File: src/rtl/bcd_stopwatch_4dig.sv
// Four-digit BCD stopwatch: debounced start/clear keys, prescaled count tick, registered digits.
// Define BCD_STOPWATCH_DOWN_EN to honour dir (count down with borrow); otherwise counts up only.
module bcd_stopwatch_4dig #(
  parameter int CLK_HZ     = 50000000,
  parameter int TICK_HZ    = 10,
  parameter int DEB_CYCLES = 500000
) (
  input  logic       clk,
  input  logic       rst,
  input  logic       key_start_n,
  input  logic       key_clear_n,
  input  logic       dir,
  output logic       run,
  output logic       tick,
  output logic       ovf,
  output logic [3:0] d0,
  output logic [3:0] d1,
  output logic [3:0] d2,
  output logic [3:0] d3
);
  localparam int PS_DIV = CLK_HZ / TICK_HZ;
  localparam int PS_W   = (PS_DIV > 2) ? $clog2(PS_DIV) : 1;
  localparam logic [PS_W-1:0] PS_MAX = PS_W'(PS_DIV - 1);
  localparam int DB_W   = (DEB_CYCLES > 2) ? $clog2(DEB_CYCLES) : 1;
  localparam logic [DB_W-1:0] DB_MAX = DB_W'(DEB_CYCLES - 1);

  // Bit 0 = start key, bit 1 = clear key.
  logic [1:0]           key_raw;
  logic [1:0]           sync1_q, sync2_q;
  logic [1:0]           deb_q, deb_d, deb_prev_q;
  logic [1:0][DB_W-1:0] dbc_q, dbc_d;
  logic [1:0]           press;
  logic                 start_p, clr_p;

  logic                 run_q, run_d;
  logic                 tick_q, tick_d;
  logic                 ovf_q, ovf_d;
  logic [PS_W-1:0]      ps_q, ps_d;
  logic [15:0]          dig_q, dig_d;
  logic [16:0]          step_r;

  assign key_raw = {key_clear_n, key_start_n};
  assign press   = deb_prev_q & ~deb_q;
  assign start_p = press[0];
  assign clr_p   = press[1];

  function automatic logic [16:0] bcd_inc(input logic [15:0] v);
    logic [15:0] r;
    logic        c;
    r = v;
    c = 1'b1;
    for (int unsigned i = 0; i < 4; i++) begin
      if (c) begin
        if (v[4*i +: 4] >= 4'd9) begin
          r[4*i +: 4] = '0;
        end else begin
          r[4*i +: 4] = v[4*i +: 4] + 4'd1;
          c = 1'b0;
        end
      end
    end
    return {c, r};
  endfunction

`ifdef BCD_STOPWATCH_DOWN_EN
  function automatic logic [16:0] bcd_dec(input logic [15:0] v);
    logic [15:0] r;
    logic        b;
    r = v;
    b = 1'b1;
    for (int unsigned i = 0; i < 4; i++) begin
      if (b) begin
        if (v[4*i +: 4] == 4'd0 || v[4*i +: 4] > 4'd9) begin
          r[4*i +: 4] = 4'd9;
        end else begin
          r[4*i +: 4] = v[4*i +: 4] - 4'd1;
          b = 1'b0;
        end
      end
    end
    return {b, r};
  endfunction
`else
  logic unused_dir;
  assign unused_dir = dir;
`endif

  always_comb begin
    deb_d = deb_q;
    dbc_d = '0;
    for (int unsigned k = 0; k < 2; k++) begin
      if (sync2_q[k] != deb_q[k]) begin
        if (dbc_q[k] == DB_MAX) deb_d[k] = sync2_q[k];
        else                    dbc_d[k] = dbc_q[k] + DB_W'(1);
      end
    end
  end

  // tick is registered, so the digits step one cycle after it; clear suppresses a coincident wrap.
  always_comb begin
    run_d  = run_q;
    ps_d   = ps_q;
    tick_d = 1'b0;
    dig_d  = dig_q;
    ovf_d  = ovf_q;
    step_r = bcd_inc(dig_q);
`ifdef BCD_STOPWATCH_DOWN_EN
    if (dir) step_r = bcd_dec(dig_q);
`endif
    if (clr_p) begin
      run_d = 1'b0;
      ps_d  = '0;
      dig_d = '0;
      ovf_d = 1'b0;
    end else begin
      if (start_p) run_d = ~run_q;
      if (run_q) begin
        if (ps_q == PS_MAX) begin
          ps_d   = '0;
          tick_d = 1'b1;
        end else begin
          ps_d = ps_q + PS_W'(1);
        end
      end
      if (tick_q) begin
        dig_d = step_r[15:0];
        ovf_d = ovf_q | step_r[16];
      end
    end
  end

  always_ff @(posedge clk or posedge rst) begin
    if (rst) begin
      sync1_q    <= '1;
      sync2_q    <= '1;
      deb_q      <= '1;
      deb_prev_q <= '1;
      dbc_q      <= '0;
      run_q      <= 1'b0;
      tick_q     <= 1'b0;
      ovf_q      <= 1'b0;
      ps_q       <= '0;
      dig_q      <= '0;
    end else begin
      sync1_q    <= key_raw;
      sync2_q    <= sync1_q;
      deb_q      <= deb_d;
      deb_prev_q <= deb_q;
      dbc_q      <= dbc_d;
      run_q      <= run_d;
      tick_q     <= tick_d;
      ovf_q      <= ovf_d;
      ps_q       <= ps_d;
      dig_q      <= dig_d;
    end
  end

  assign run  = run_q;
  assign tick = tick_q;
  assign ovf  = ovf_q;
  assign d0   = dig_q[3:0];
  assign d1   = dig_q[7:4];
  assign d2   = dig_q[11:8];
  assign d3   = dig_q[15:12];
endmodule
File: config.mk
export PLATFORM = sky130hd
export DESIGN_NAME = bcd_stopwatch_4dig
export DESIGN_NICKNAME = d
export VERILOG_FILES = /design/src/rtl/bcd_stopwatch_4dig.sv
export SDC_FILE = /design/constraint.sdc
export NUM_CORES = 1
export LEC_CHECK = 0
export ABC_AREA = 1
export CORE_UTILIZATION = 33
export DETAILED_ROUTE_END_ITERATION = 8
export RECOVER_POWER = 25
export SLEW_MARGIN = 20
export SYNTH_ARGS = -nofsm -noshare
export SYNTH_HDL_FRONTEND = slang
export SYNTH_SLANG_ARGS = --single-unit
File: constraint.sdc
create_clock -name clk -period 3.5 [get_ports clk]
set_clock_uncertainty 0.15 [all_clocks]
set_input_delay 0.7 -clock clk [delete_from_list [all_inputs] [get_ports clk]]
set_output_delay 0.7 -clock clk [all_outputs]
set_load 0.005 [all_outputs]
==> flow_metrics.env, run 1 <==
export IMPL_htree_num_levels=3
export IMPL_first_global_vias=3917
export IMPL_holdPathStages=0
export IMPL_die_area_sq_mm=0.0153
export IMPL_ctsResizeCount=0
export IMPL_hold_class="register to register"
export IMPL_start_util_pct=33.7
export IMPL_root_buffer="clkbuf_16"
export IMPL_grt_pass1_wl_um=17500
export IMPL_wire_per_inst_um=11.8
export IMPL_numCtsBuffers=9
export IMPL_worstPathRequired_ps=2650
export IMPL_ctsHoldBuffers=0
export IMPL_clk_pin_slew_ps=60
export IMPL_slowest_stage="clkdlybuf4s50_1"
export IMPL_dp_hpwl_um=6990
export IMPL_min_period_ps=2210
export IMPL_synth_area_per_cell_sq_um=7.83
export IMPL_synth_edf_count=0
export IMPL_yosysTopAreaCellShare_pct=41.1
export IMPL_chipWidth_um=124
export IMPL_grt_max_degree=89
export IMPL_maxCapViolCount=0
export IMPL_power_uw=2140
export IMPL_fin_tns_setup_ps=0
export IMPL_synth_seq_area_share_pct=45.4
export IMPL_path_delay_family="buffers and inverters"
export IMPL_clock_latency_ps=350
export IMPL_worst_path_stages=1
export IMPL_post_route_period_util_pct=63.1
export IMPL_cts_num_sinks=88
export IMPL_endpoint_kind="output port"
export IMPL_ys_ff_latch=88
export IMPL_grt_busiest_layer="met2"
export IMPL_syn_inst=623
export IMPL_worst_setup_path_start_kind="register"
export IMPL_arrival_ps=1360
export IMPL_path_max_fanout=7
export IMPL_synth_ff_type="dfrtp_1"
export IMPL_critPathMaxStageDelay_ps=550
export IMPL_synth_commonest_cells="nand2_1, nor2_1, inv_1"
export IMPL_layout_drive_gt1_share_pct=7.28
export IMPL_grt_usage_pct=14.6
export IMPL_drc=0
export IMPL_finalSetupViolations=0
export IMPL_die_y_um=124
export IMPL_slew_headroom_pct=67.4
export IMPL_r2r_cells=10
export IMPL_drt_iter0_drc=297
export IMPL_critical_path_class="register to output port"
export IMPL_pin_count=24
export IMPL_num_vias=4014
export IMPL_clock_path_buffers=2
export IMPL_ant_nets=0
export IMPL_yosysUniqueCellTypes=38
export IMPL_num_antenna_cells=0
export IMPL_fin_nets=674
export IMPL_slew_violations=0
export IMPL_cp_cell_sequence="clkdlybuf4s50_1"
export IMPL_core_sq_mm=0.0145
export IMPL_wl_um=9970
export IMPL_ir_worst_vdd_v=0.000315
export IMPL_dr_pass1_iters=5
export IMPL_worst_pin_slew_ps=489
export IMPL_met1_usage_pct=18.5
export IMPL_grtUsageMet2_pct=24.0
export IMPL_synthTopCellsByArea="dfrtp_1, nand2_1, nor2_1"
export IMPL_hold_viol=0
export IMPL_overflow=0
export IMPL_yosysMostFrequentCell="nand2_1"
export IMPL_yosysTopAreaCell="dfrtp_1"
export IMPL_viasPerCell=4.76
export IMPL_use_met3_pct=3.37
export IMPL_std_cell_rows=44
export IMPL_status="complete, no violations"
export IMPL_p_per_area_mw_per_mm2=379
export IMPL_path_buf_inv=1
export IMPL_tritoncts="yes"
export IMPL_numPortBuffers=22
export IMPL_max_freq_mhz=453
export IMPL_place_congestion=0.845
export IMPL_synth_warnings=0
export IMPL_synthesis_area_sq_mm=0.00488
export IMPL_n_fill_cell=1446
export IMPL_cts_setup_buffers=0
export IMPL_rsz0062_at_grt="no"
export IMPL_area_delta_synth_final_pct=15.8
export IMPL_async_flop_share_pct=100
export IMPL_antenna_found_initial=0
export IMPL_p_leak_uw=0.00252
export IMPL_synth_nets=643
## through the flow
step	cells	cell area [sq um]	hold slack [ps]	setup slack, ps	utilization (%)
finish	843	5640	205	1290	39.0
global route	843	5640	213	1150	39.0
CTS	843	5640	207	1280	39.0
detailed placement	827	5320	198	1380	36.8
global placement	827	5320	197	1480	36.8
floorplan	623	4880	195	385	-
## report_power, final
group | leakage, uW | switching (uW) | internal (uW)
Sequential | 0.00120 | 5.66 | 1030
Combinational | 0.00117 | 34.2 | 11.2
Clock | 0.000153 | 411 | 648
Total | 0.00252 | 450 | 1690
## path summary, 6_finish.rpt
| path | end | slack [ps] | from |
|---|---|---|---|
| min in group asynchronous | dbc_q[7]$_DFF_PP0_ | 810 | rst |
| hold reg to reg | sync2_q[0]$_DFF_PP1_ | 210 | sync1_q[0]$_DFF_PP1_ |
| max in group asynchronous | deb_prev_q[1]$_DFF_PP1_ | 2030 | rst |
| hold / removal | sync2_q[0]$_DFF_PP1_ | 210 | sync1_q[0]$_DFF_PP1_ |
| setup / recovery | d3[0] | 1290 | dig_q[12]$_DFFE_PP0P_ |
| setup reg to reg | dig_q[12]$_DFFE_PP0P_ | 1360 | dig_q[0]$_DFFE_PP0P_ |
## state kept, by name, summed over array words and instances, names as in the netlist, 2 cells and up
| register | flops |
|---|---|
| dbc_q | 38 |
| dig_q | 16 |
| deb_q | 2 |
| sync1_q | 2 |
| deb_prev_q | 2 |
| sync2_q | 2 |
| ps_q | 23 |
## metal layers
layer  vias to the layer above  wire length (um)  share of wire, %
met5                         -                 0                 0
met4                         0               167               1.7
met3                        14               407               4.1
met2                        69              4710                47
met1                      1885              4680                47
li1                       2046                 -                 -
## area by class of cell
class | count | area [sq um] | share of cell area, %
clock buffer | 12 | 246 | 4.37
clock inverter | 4 | 76.3 | 1.35
inverter | 85 | 320 | 5.68
multi-input combinational | 445 | 2300 | 40.8
sequential | 88 | 2210 | 39.2
tap | 184 | 230 | 4.08
timing repair buffer | 25 | 255 | 4.52
## kinds of logic after synthesis
| kind of cell | share of synthesized area, % |
|---|---|
| compound gates | 4.34 |
| xor+xnor | 5.21 |
| fa+ha+maj | 3.85 |
| buf+inv | 7.39 |
| flops | 45.4 |
| simple gates | 33.8 |
## layout by cell type, fill, tap and decap left out, types with 16 or more instances in the layout
master | netlist | final
xor2_1 | 24 | 24
nand2_1 | 127 | 127
nand4_1 | 16 | 16
a21oi_1 | 18 | 18
nand3_1 | 50 | 50
dfrtp_1 | 80 | 80
inv_1 | 83 | 83
nor3_1 | 24 | 24
nor2_1 | 114 | 114
clkdlybuf4s50_1 | 0 | 19
Power figures use the tool's default switching activity.
==> run 2, diff against run 1 <==
==> constraint.sdc (replaced) <==
create_clock -name clk -period 1.9 [get_ports clk]
set_clock_uncertainty 0.15 [all_clocks]
set_input_delay 0.38 -clock clk [delete_from_list [all_inputs] [get_ports clk]]
set_output_delay 0.38 -clock clk [all_outputs]
set_load 0.005 [all_outputs]
==> flow_metrics.env, run 2 (synthesis gave the netlist of run 1 again) <==
export IMPL_clkPwrFrac_pct=48.6
export IMPL_switching_power_uw=799
export IMPL_clk_pin_slew_ps=60
export IMPL_slew_headroom_pct=62.0
export IMPL_fin_area_sq_mm=0.00582
export IMPL_drt_iter0_drc=230
export IMPL_start_util_pct=33.7
export IMPL_arrival_ps=1320
export IMPL_p_per_area_mw_per_mm2=664
export IMPL_endpoint_kind="output port"
export IMPL_status="complete, no violations"
export IMPL_r2r_cells=9
export IMPL_root_buffer="clkbuf_16"
export IMPL_clock_path_buffers=2
export IMPL_dp_hpwl_um=7190
export IMPL_slew_violations=0
export IMPL_finalSetupViolations=0
export IMPL_core_sq_mm=0.0145
export IMPL_ctsHoldBuffers=0
export IMPL_internal_power_uw=3060
export IMPL_layout_drive_gt1_share_pct=11.4
export IMPL_fin_tns_setup_ps=0
export IMPL_critical_path_class="register to output port"
export IMPL_viasPerCell=4.73
export IMPL_worstPathRequired_ps=1370
export IMPL_hold_class="register to register"
export IMPL_die_y_um=124
export IMPL_tritoncts="yes"
export IMPL_path_max_fanout=3
export IMPL_pin_count=24
export IMPL_layout_commonest_cell="nand2_1"
export IMPL_clock_latency_ps=340
export IMPL_wire_per_inst_um=11.7
export IMPL_ant_nets=0
export IMPL_num_antenna_cells=0
export IMPL_ir_worst_vdd_v=0.000455
export IMPL_crit_end="d0[0]"
export IMPL_die_area_sq_mm=0.0153
export IMPL_place_area_sq_mm=0.00543
export IMPL_p_leak_uw=0.00264
export IMPL_p_sw_share_pct=20.7
export IMPL_area_delta_synth_final_pct=19.3
export IMPL_grt_usage_pct=14.6
export IMPL_cts_num_sinks=88
export IMPL_fin_nets=692
export IMPL_reg2reg_to="dig_q[9]$_DFFE_PP0P_"
export IMPL_pwr_share_comb_pct=2.2
export IMPL_seqPwrFrac_pct=49.3
export IMPL_dr_pass1_iters=4
export IMPL_place_congestion=0.821
export IMPL_std_cell_rows=44
export IMPL_max_freq_mhz=541
export IMPL_hp_start="sync1_q[0]$_DFF_PP1_"
export IMPL_mostFrequentLayoutCells="nand2_1, nor2_1, inv_1"
export IMPL_numCtsBuffers=9
export IMPL_worst_setup_path_start_kind="register"
export IMPL_largest_reg_flops=38
export IMPL_grt_pass1_wl_um=17500
export IMPL_r2r_start="dig_q[4]$_DFFE_PP0P_"
export IMPL_largest_register="dbc_q"
export IMPL_post_route_period_util_pct=97.3
export IMPL_r2r_slack_ps=130
export IMPL_grt_max_degree=43
export IMPL_wl_um=10100
export IMPL_worst_pin_slew_ps=571
export IMPL_cp_startpoint="dig_q[0]$_DFFE_PP0P_"
export IMPL_final_util_pct=40.2
export IMPL_htree_num_levels=3
export IMPL_overflow=0
export IMPL_chipWidth_um=124
export IMPL_numPortBuffers=22
export IMPL_min_period_ps=1850
export IMPL_power_uw=3860
export IMPL_hold_viol=0
export IMPL_antenna_found_initial=0
export IMPL_reg_top3="dbc_q (38), ps_q (23), dig_q (16)"
export IMPL_num_vias=4074
export IMPL_drc=0
export IMPL_maxCapViolCount=0
export IMPL_first_global_vias=3875
[run 2: cell count changes in the layout (fill, tap and decap cells not counted), moves of 3 or more]
cell,before,now
buf_4,2,18
dfrtp_1,80,77
dfrtp_2,0,3
inv_1,83,80
inv_2,1,4
[run 2: how the worst min path moves through the flow]
stage / cells after the start / slack [ps] / end
6_report: 0 / 210 / sync2_q[0]$_DFF_PP1_
5_1_grt: 0 / 210 / sync2_q[0]$_DFF_PP1_
4_1_cts: 2 / 190 / dbc_q[32]$_DFF_PP0_
3_5_place_dp: 0 / 200 / sync2_q[0]$_DFF_PP1_
3_3_place_gp: 0 / 200 / sync2_q[0]$_DFF_PP1_
2_1_floorplan: 0 / 200 / sync2_q[0]$_DFF_PP1_
[run 2: layout make-up]
class,count,area (sq um)
Inverter,85,320
Multi-Input combinational cell,445,2360
Tap cell,184,230
Sequential cell,88,2220
Fill cell,1432,8660
Clock buffer,12,236
Timing Repair Buffer,43,387
Clock inverter,4,70.1
[run 2: per-stage QoR]
step | hold WS [ps] | setup slack (ps) | cells
6_report | 209 | 50.5 | 861
5_1_grt | 207 | -27.5 | 861
4_1_cts | 189 | 14.8 | 857
3_5_place_dp | 197 | 49.6 | 840
3_3_place_gp | 198 | 124 | 840
2_1_floorplan | 195 | 259 | 623
[run 2: metal layers]
| layer | up-vias | track usage (%) | wire (um) |
|---|---|---|---|
| met5 | - | 0 | 0 |
| met4 | 0 | 5.20 | 165 |
| met3 | 12 | 2.91 | 365 |
| met2 | 64 | 24.3 | 4800 |
| met1 | 1920 | 18.7 | 4730 |
| li1 | 2078 | - | - |
[run 2: power by group through the flow]
stage / Sequential [uW] / Combinational (uW) / Clock (uW)
after floorplan: 1930 / 57.5 / 0
after global placement: 1940 / 95.4 / 0
after global routing: 1900 / 101 / 2010
after detailed placement: 1940 / 96.3 / 0
after CTS: 1900 / 96.3 / 1930
final: 1900 / 84.3 / 1880
[run 2: critical path: stages, from the launching register on]
cell and delay, ps:
dfrtp_1 360, buf_4 120, clkdlybuf4s50_1 490
[run 2: timing repair]
item	CTS	global route
setup endpoints to repair	2	35
cloned	0	0
pin swaps	0	2
buffers inserted	1	4
gates resized for setup	1	21
==> run 3, diff against run 2 <==
--- a/config.mk
+++ b/config.mk
@@ -9,6 +9,7 @@
 export CORE_UTILIZATION = 33
 export DETAILED_ROUTE_END_ITERATION = 8
 export RECOVER_POWER = 25
+export SETUP_SLACK_MARGIN = 0.02
 export SLEW_MARGIN = 20
 export SYNTH_ARGS = -nofsm -noshare
 export SYNTH_HDL_FRONTEND = slang
==> flow_metrics.env, run 3 (synthesis gave the netlist of run 1 again) <==
export IMPL_status="complete, no violations"
export IMPL_std_cell_rows=44
export IMPL_num_antenna_cells=0
export IMPL_post_route_period_util_pct=95.7
export IMPL_hold_end="sync2_q[0]$_DFF_PP1_"
export IMPL_area_delta_synth_final_pct=20.7
export IMPL_die_area_sq_mm=0.0153
export IMPL_slew_violations=0
export IMPL_critPathMaxStageDelay_ps=530
export IMPL_wl_um=10200
export IMPL_grt_max_degree=43
export IMPL_clkPwrFrac_pct=48.5
export IMPL_die_y_um=124
export IMPL_root_buffer="clkbuf_16"
export IMPL_n_fill_cell=1422
export IMPL_dr_pass1_iters=5
export IMPL_fin_tns_setup_ps=0
export IMPL_r2r_cells=11
export IMPL_grt_pass1_wl_um=17600
export IMPL_clk_pin_slew_ps=60
export IMPL_pwr_share_comb_pct=2.2
export IMPL_first_global_vias=3879
export IMPL_p_sw_share_pct=20.7
export IMPL_pin_count=24
export IMPL_tritoncts="yes"
export IMPL_cp_cell_sequence="clkdlybuf4s50_1"
export IMPL_preCtsSetupSlack_ps=49.6
export IMPL_path_delay_family="buffers and inverters"
export IMPL_htree_num_levels=3
export IMPL_drt_iter0_drc=250
export IMPL_chipWidth_um=124
export IMPL_cts_num_sinks=88
export IMPL_worst_setup_path_start_kind="register"
export IMPL_dp_hpwl_um=7190
export IMPL_layout_drive_gt1_share_pct=12.5
export IMPL_min_period_ps=1820
export IMPL_maxCapViolCount=0
export IMPL_r2r_start="dig_q[0]$_DFFE_PP0P_"
export IMPL_path_buf_inv=1
export IMPL_p_per_area_mw_per_mm2=657
export IMPL_worstPathRequired_ps=1370
export IMPL_wire_per_inst_um=11.7
export IMPL_drc=0
export IMPL_stdcell_count=866
export IMPL_numPortBuffers=22
export IMPL_critical_path_class="register to output port"
export IMPL_holdPathStages=0
export IMPL_seqPwrFrac_pct=49.3
export IMPL_hold_class="register to register"
export IMPL_power_uw=3860
export IMPL_worst_pin_slew_ps=572
export IMPL_p_leak_uw=0.00269
export IMPL_finalSetupViolations=0
export IMPL_clock_latency_ps=340
export IMPL_largest_reg_flops=38
export IMPL_slowest_stage="clkdlybuf4s50_1"
export IMPL_finalWorstSetupSlack_ps=80.8
export IMPL_dpl_cell_count=840
export IMPL_place_area_sq_mm=0.00543
export IMPL_ir_worst_vdd_v=0.000455
export IMPL_slew_headroom_pct=61.8
export IMPL_max_freq_mhz=550
export IMPL_reg_top3="dbc_q (38), ps_q (23), dig_q (16)"
export IMPL_fin_nets=697
export IMPL_switching_power_uw=800
export IMPL_place_congestion=0.821
export IMPL_rsz0062_at_grt="yes"
export IMPL_endpoint_kind="output port"
export IMPL_antenna_found_initial=0
export IMPL_grt_usage_pct=14.6
export IMPL_ant_nets=0
export IMPL_fin_area_sq_mm=0.00588
export IMPL_core_sq_mm=0.0145
export IMPL_internal_power_uw=3060
export IMPL_cp_startpoint="dig_q[6]$_DFFE_PP0P_"
export IMPL_layout_commonest_cell="nand2_1"
export IMPL_path_max_fanout=5
export IMPL_numCtsBuffers=9
export IMPL_overflow=0
export IMPL_hp_start="sync1_q[0]$_DFF_PP1_"
export IMPL_mostFrequentLayoutCells="nand2_1, nor2_1, inv_1"
export IMPL_r2r_slack_ps=110
export IMPL_reg2reg_to="dig_q[9]$_DFFE_PP0P_"
export IMPL_hold_viol=0
export IMPL_largest_register="dbc_q"
export IMPL_num_vias=4074
export IMPL_viasPerCell=4.70
export IMPL_clock_path_buffers=2
export IMPL_start_util_pct=33.7
export IMPL_arrival_ps=1290
## run 3: final cells by class
class,count,area (sq um),area share (%)
clock buffer,12,236,4.02
clock inverter,4,70.1,1.19
inverter,85,320,5.44
multi-input combinational,445,2380,40.4
sequential,88,2220,37.7
tap,184,230,3.91
timing repair buffer,48,430,7.31
## run 3: metal layers
| metal | vias up | GRT usage (%) | part of all wire [%] |
|---|---|---|---|
| met1 | 1917 | 18.8 | 47 |
| met2 | 61 | 24.4 | 48 |
| met5 | - | 0 | 0 |
| li1 | 2086 | - | - |
| met4 | 0 | 5.20 | 1.6 |
| met3 | 10 | 2.91 | 2.9 |
## run 3: worst max path at each step
stage | end | slack (ps) | depth (start not counted)
final | d1[2] | 80 | 1
after global routing | dig_q[8]$_DFFE_PP0P_ | -10 | 9
after CTS | d1[0] | 30 | 2
after detailed placement | ps_q[8]$_DFFE_PP0N_ | 50 | 8
after global placement | dig_q[15]$_DFFE_PP0P_ | 120 | 8
after floorplan | dig_q[11]$_DFFE_PP0P_ | 260 | 10
## run 3: repair_timing
action | 4_1_cts | 5_1_grt
setup buffers | 2 | 8
hold buffers | 0 | 0
gates resized for setup | 1 | 28
pin swaps | 0 | 4
endpoints found under the setup margin | 3 | 40
endpoints found under the hold margin | 0 | 0
cloned | 0 | 0
## run 3: through the flow
stage / utilization (%) / hold slack, ps
2_1_floorplan: - / 195
3_3_place_gp: 37.5 / 198
3_5_place_dp: 37.5 / 197
4_1_cts: 39.8 / 189
5_1_grt: 40.6 / 207
6_report: 40.6 / 209
## run 3: power groups by stage
| stage | Sequential (uW) | Clock (uW) | Combinational, uW |
|---|---|---|---|
| 2_1_floorplan | 1930 | 0 | 57.5 |
| 3_3_place_gp | 1940 | 0 | 95.4 |
| 3_5_place_dp | 1940 | 0 | 96.3 |
| 4_1_cts | 1900 | 1930 | 96.3 |
| 5_1_grt | 1900 | 2010 | 104 |
| 6_report | 1900 | 1870 | 86.1 |
